`src/rtl/spike_aer_dispatcher.sv`:
```
// Drains the spike-address FIFO into the tinyODIN AER input port with a 4-phase REQ/ACK handshake.
// After each filter tick it issues one time-reference event. Optional ACK timeout: define SPIKE_AER_TIMEOUT_EN.
module spike_aer_dispatcher #(
    parameter int N       = 256,
    parameter int M       = $clog2(N),
    parameter int TIMEOUT = 1023
) (
    input  logic         CLK,
    input  logic         RST,
    output logic         FIFO_r_en_o,
    input  logic [M-1:0] FIFO_r_data_i,
    input  logic         FIFO_empty_i,
    input  logic         tick_done_i,
    output logic [M+1:0] AERIN_ADDR_o,
    output logic         AERIN_REQ_o,
    input  logic         AERIN_ACK_i,
    output logic         busy_o,
    output logic [15:0]  event_count_o,
    output logic         tick_overrun_o,
    output logic         timeout_err_o
);

    typedef enum logic [2:0] {
        IDLE      = 3'd0,
        POP       = 3'd1,
        LOAD      = 3'd2,
        LOAD_TREF = 3'd3,
        REQ       = 3'd4,
        RELEASE   = 3'd5
    } state_t;

    state_t         state_r;
    state_t         state_s;
    logic           ack_meta_r;
    logic           ack_sync_r;
    logic           ack_s;
    logic           tref_pending_r;
    logic           overrun_r;
    logic [M+1:0]   addr_r;
    logic [15:0]    event_count_r;
    logic           evt_done_s;
    logic           to_hit_s;

    assign ack_s = ack_sync_r;

`ifdef SPIKE_AER_TIMEOUT_EN
    localparam int TW = ($clog2(TIMEOUT + 1) < 10) ? 10 : $clog2(TIMEOUT + 1);

    logic [TW-1:0] to_cnt_r;
    logic          timeout_err_r;

    assign to_hit_s = ((state_r == REQ) || (state_r == RELEASE)) &&
                      (to_cnt_r == TW'(TIMEOUT - 1));

    // Handshake watchdog: counts cycles spent in one handshake state
    always_ff @(posedge CLK) begin
        if (RST) begin
            to_cnt_r      <= '0;
            timeout_err_r <= 1'b0;
        end else begin
            if ((state_s != state_r) || !((state_r == REQ) || (state_r == RELEASE))) begin
                to_cnt_r <= '0;
            end else begin
                to_cnt_r <= to_cnt_r + TW'(1);
            end
            if (to_hit_s) begin
                timeout_err_r <= 1'b1;
            end else begin
                timeout_err_r <= timeout_err_r;
            end
        end
    end

    assign timeout_err_o = timeout_err_r;
`else
    logic unused_timeout_s;

    assign unused_timeout_s = (TIMEOUT == 0);
    assign to_hit_s         = 1'b0;
    assign timeout_err_o    = 1'b0;
`endif

    // Next-state decode; spikes always win over a pending time reference
    always_comb begin
        state_s    = state_r;
        evt_done_s = 1'b0;
        case (state_r)
            IDLE: begin
                if (!FIFO_empty_i) begin
                    state_s = POP;
                end else if (tref_pending_r) begin
                    state_s = LOAD_TREF;
                end else begin
                    state_s = IDLE;
                end
            end
            POP:       state_s = LOAD;
            LOAD:      state_s = REQ;
            LOAD_TREF: state_s = REQ;
            REQ: begin
                if (to_hit_s) begin
                    state_s = IDLE;
                end else if (ack_s) begin
                    state_s = RELEASE;
                end else begin
                    state_s = REQ;
                end
            end
            RELEASE: begin
                if (to_hit_s) begin
                    state_s = IDLE;
                end else if (!ack_s) begin
                    state_s    = IDLE;
                    evt_done_s = 1'b1;
                end else begin
                    state_s = RELEASE;
                end
            end
            default:   state_s = IDLE;
        endcase
    end

    // State, ACK synchronizer, event word and status registers
    always_ff @(posedge CLK) begin
        if (RST) begin
            state_r        <= IDLE;
            ack_meta_r     <= 1'b0;
            ack_sync_r     <= 1'b0;
            tref_pending_r <= 1'b0;
            overrun_r      <= 1'b0;
            addr_r         <= '0;
            event_count_r  <= 16'd0;
        end else begin
            state_r    <= state_s;
            ack_meta_r <= AERIN_ACK_i;
            ack_sync_r <= ack_meta_r;
            // a new tick re-arms the reference even while it is being loaded
            tref_pending_r <= tick_done_i | (tref_pending_r & (state_r != LOAD_TREF));
            if (tick_done_i && tref_pending_r) begin
                overrun_r <= 1'b1;
            end else begin
                overrun_r <= overrun_r;
            end
            if (state_r == LOAD) begin
                addr_r <= {2'b00, FIFO_r_data_i};
            end else if (state_r == LOAD_TREF) begin
                addr_r <= {2'b01, {M{1'b0}}};
            end else begin
                addr_r <= addr_r;
            end
            if (evt_done_s) begin
                event_count_r <= event_count_r + 16'd1;
            end else begin
                event_count_r <= event_count_r;
            end
        end
    end

    assign FIFO_r_en_o    = (state_r == POP);
    assign AERIN_REQ_o    = (state_r == REQ);
    assign AERIN_ADDR_o   = addr_r;
    assign event_count_o  = event_count_r;
    assign tick_overrun_o = overrun_r;
    assign busy_o         = (state_r != IDLE) | tref_pending_r | ~FIFO_empty_i;

endmodule

```
`config.mk`:
```
export PLATFORM = sky130hd
export DESIGN_NAME = spike_aer_dispatcher
export DESIGN_NICKNAME = d
export VERILOG_FILES = /design/src/rtl/spike_aer_dispatcher.sv
export SDC_FILE = /design/constraint.sdc
export NUM_CORES = 1
export LEC_CHECK = 0
export ABC_AREA = 1
export BUFFER_PORTS_ARGS = -buffer_cell sky130_fd_sc_hd__buf_2
export CAP_MARGIN = 0
export CORE_MARGIN = 4
export CORE_UTILIZATION = 46
export CTS_CLUSTER_SIZE = 24
export DETAILED_ROUTE_END_ITERATION = 10
export PLACE_DENSITY = 0.81
export REMOVE_ABC_BUFFERS = 1
export SLEW_MARGIN = 20
export SYNTH_ARGS = -nofsm -noshare
export SYNTH_HDL_FRONTEND = slang
export SYNTH_SLANG_ARGS = --single-unit
export TNS_END_PERCENT = 5
```
`constraint.sdc`:
```
create_clock -name CLK -period 1.1 [get_ports CLK]
set_input_delay 0.11 -clock CLK [delete_from_list [all_inputs] [get_ports CLK]]
set_output_delay 0.11 -clock CLK [all_outputs]
set_load 0.03 [all_outputs]
```
==> results.toml <==
[timing]
setup_ws_ps = -310.8
rsz0062_at_grt = "true"
maxSlewViolCount = 0
setup-violations-final = 32
hold_slack_ps = 9.906
timing.final.crit_share = 1.283
clock-skew-final_ps = 7.364
count_of_endpoints_failing_hold_in_the_final_timing_report = 0
final.min_clock_period_ps = 1411
fmax_mhz = 708.8

[setup_path]
start_kind = "flop"
worstSetupEndpointType = "flop"
critPathArrivalTime_ps = 1700
timing.critical_path.fanout_max = 5
timing_worst_setup_path_type = "reg2reg"
critPathRequiredTime_ps = 1390

[die]
die_footprint_um2 = 4263
floorplan.die.height_um = 65.30
die_w_um = 65.30
fp.coreArea_um2 = 3103
core.rowCount = 20
initial_utilization = 0.4867
io-pin-count = 44

[yosys]
synth_async_sr_flop_share = 0
synth_top_flop_cell = "dfxtp_1"
synthesis.instances = 214
synth.distinct_cells = 27
synth_common_cells = "nand2_1 (40), nor2_1 (36), dfxtp_1 (32)"
post_synthesis_area_per_instance_um2 = 7.057
top_count_cell_post_synth = "nand2_1"
yosys_warnings = 0
number_of_enable_type_register_cells_in_the_synthesized_netlist = 0
leading_post_synthesis_cells_by_cell_area = "dfxtp_1 (42%), nand2_1 (9.9%), nor2_1 (8.9%)"
cell_area_after_synthesis_um2 = 1510
synth_top_area_cell = "dfxtp_1"
post_synth_top_area_share = 0.4242
synth.yosys.seq_area_share = 0.4242
postSynthRegisterBits = 32

[placed_design]
gp_congestion = 0.8541
port-buffer-count = 41
hpwl_reported_at_the_end_of_detailed_placement_um = 2801
post_dp_cell_area_um2 = 1967

[grt]
gr-total-overflow = 0
antenna_found_initial = 0
first_global_vias = 1658
grt_max_degree = 17
global_route_wire_length_before_repair_um = 7355
globalRouteTotalUtil = 0.2236

[power]
cellPowerDensity_nw_per_um2 = 1046
peakVddDrop_uv = 961.0
total_leakage_power_uw = 0.001061

[routing]
final_antenna_net_count = 0
dr_drc_count = 0
route.vias.total = 1816
routed_wl_um = 5067
drt-initial-drc-count = 180
drt-pass1-iter-count = 5
via_per_inst = 5.264
routed_wire_length_per_instance_um = 14.69

[clocking]
cts.sinks = 32
clkLatencyLatePin_ps = 350
cts_tree = "built"
cts-buffers-inserted = 5
path_clk_slew_ps = 110
cts_buffer_depth = 2
cts-root-buf = "clkbuf_4"
cts_htree_levels = 2

[hold_path]
worstHoldPathType = "in2reg"

[cells_and_area]
syn_to_final_growth_pct = 61.56
finish.instance_area_um2 = 2440
final_layout_size_suffix_gt1_frac = 0.4385
insertedDiodeCount = 0
num-nets-final = 314

[status]
violations = "setup timing"
run_status = "complete, but fails checks"

[flow_run]
cap_violations = 0
==> layout make-up <==
cell class                      instances  area [um2]
Clock buffer                            5       37.54
Clock inverter                          3       23.77
Fill cell                             212       663.1
Inverter                               25       100.1
Multi-Input combinational cell        151       854.6
Sequential cell                        32       668.1
Tap cell                               44       55.05
Timing Repair Buffer                   85       700.7
==> cell families (layout without fill, tap and decap cells) <==
logic type,count (synthesis),count (layout),synth area share
AOI/OAI and AO/OA,25,25,0.08451
other,1,2,0.002483
DFF,32,32,0.4242
buffers and inverters,32,118,0.09196
adders and majority gates,1,1,0.008284
xor gates and xnor gates,1,1,0.005801
and+or+nand+nor,122,122,0.3828
==> layer usage <==
layer,part of all wire,vias up,track usage
met3,0.067,20,0.05812
met5,0,-,0
met1,0.40,837,0.2609
met2,0.51,99,0.3881
li1,-,860,-
met4,0.024,0,0.08808
==> registers in the layout, summed over array words and instances, names as in the netlist <==
register / cells
ack_s: 1
tref_pending_r: 1
event_count_o: 16
state_r: 3
AERIN_ADDR_o: 9
ack_meta_r: 1
tick_overrun_o: 1
==> final timing paths <==
check        depth (start not counted)                to  slack, ps             start
max                                  7  event_count_o[9]       -310  event_count_o[4]
min                                  3   AERIN_ADDR_o[5]         10  FIFO_r_data_i[5]
max reg2reg                          7  event_count_o[9]       -310  event_count_o[4]
min reg2reg                          2             ack_s        410        ack_meta_r
==> report_power, final <==
part	switching [uW]	internal (uW)
combinational	334	251
clock	463	251
sequential	49.2	1200
==> stage by stage <==
| stage | setup TNS, ps | total power, uW | util | cells | setup slack [ps] |
|---|---|---|---|---|---|
| 6_report | -5316 | 2552 | 0.7863 | 345 | -310.8 |
| 3_3_place_gp | -1608 | 1681 | 0.6339 | 323 | -166.3 |
| 3_5_place_dp | -2212 | 1688 | 0.6339 | 323 | -216.5 |
| 2_1_floorplan | -4374 | 1513 | - | 208 | -388.2 |
| 4_1_cts | -2802 | 2491 | 0.7407 | 343 | -249.3 |
| 5_1_grt | -7753 | 2654 | 0.7863 | 345 | -418.1 |
==> layout by cell type (no fill, tap or decap), types with 5 or more instances in the layout <==
master	instances
clkbuf_4	6
dlygate4sd3_1	8
nor2_4	5
nand3_1	23
nor2_1	30
buf_6	24
a21oi_1	13
dfxtp_2	13
buf_2	24
buf_4	27
dfxtp_1	16
inv_1	21
nand2_1	39
==> critical path, stage by stage (launching register included) <==
cell,delay (ps)
dfxtp_1,350
nand2_1,200
buf_4,210
nor3_4,270
nand2_1,130
nand2_1,80
inv_1,40
nor2_1,80
==> repair_timing <==
action,CTS,global route
pin swaps,3,8
setup buffers,4,2
hold endpoints to repair,8,0
resized for setup,57,37
setup endpoints to repair,42,44
hold buffers,8,0
Power figures use the tool's default switching activity.
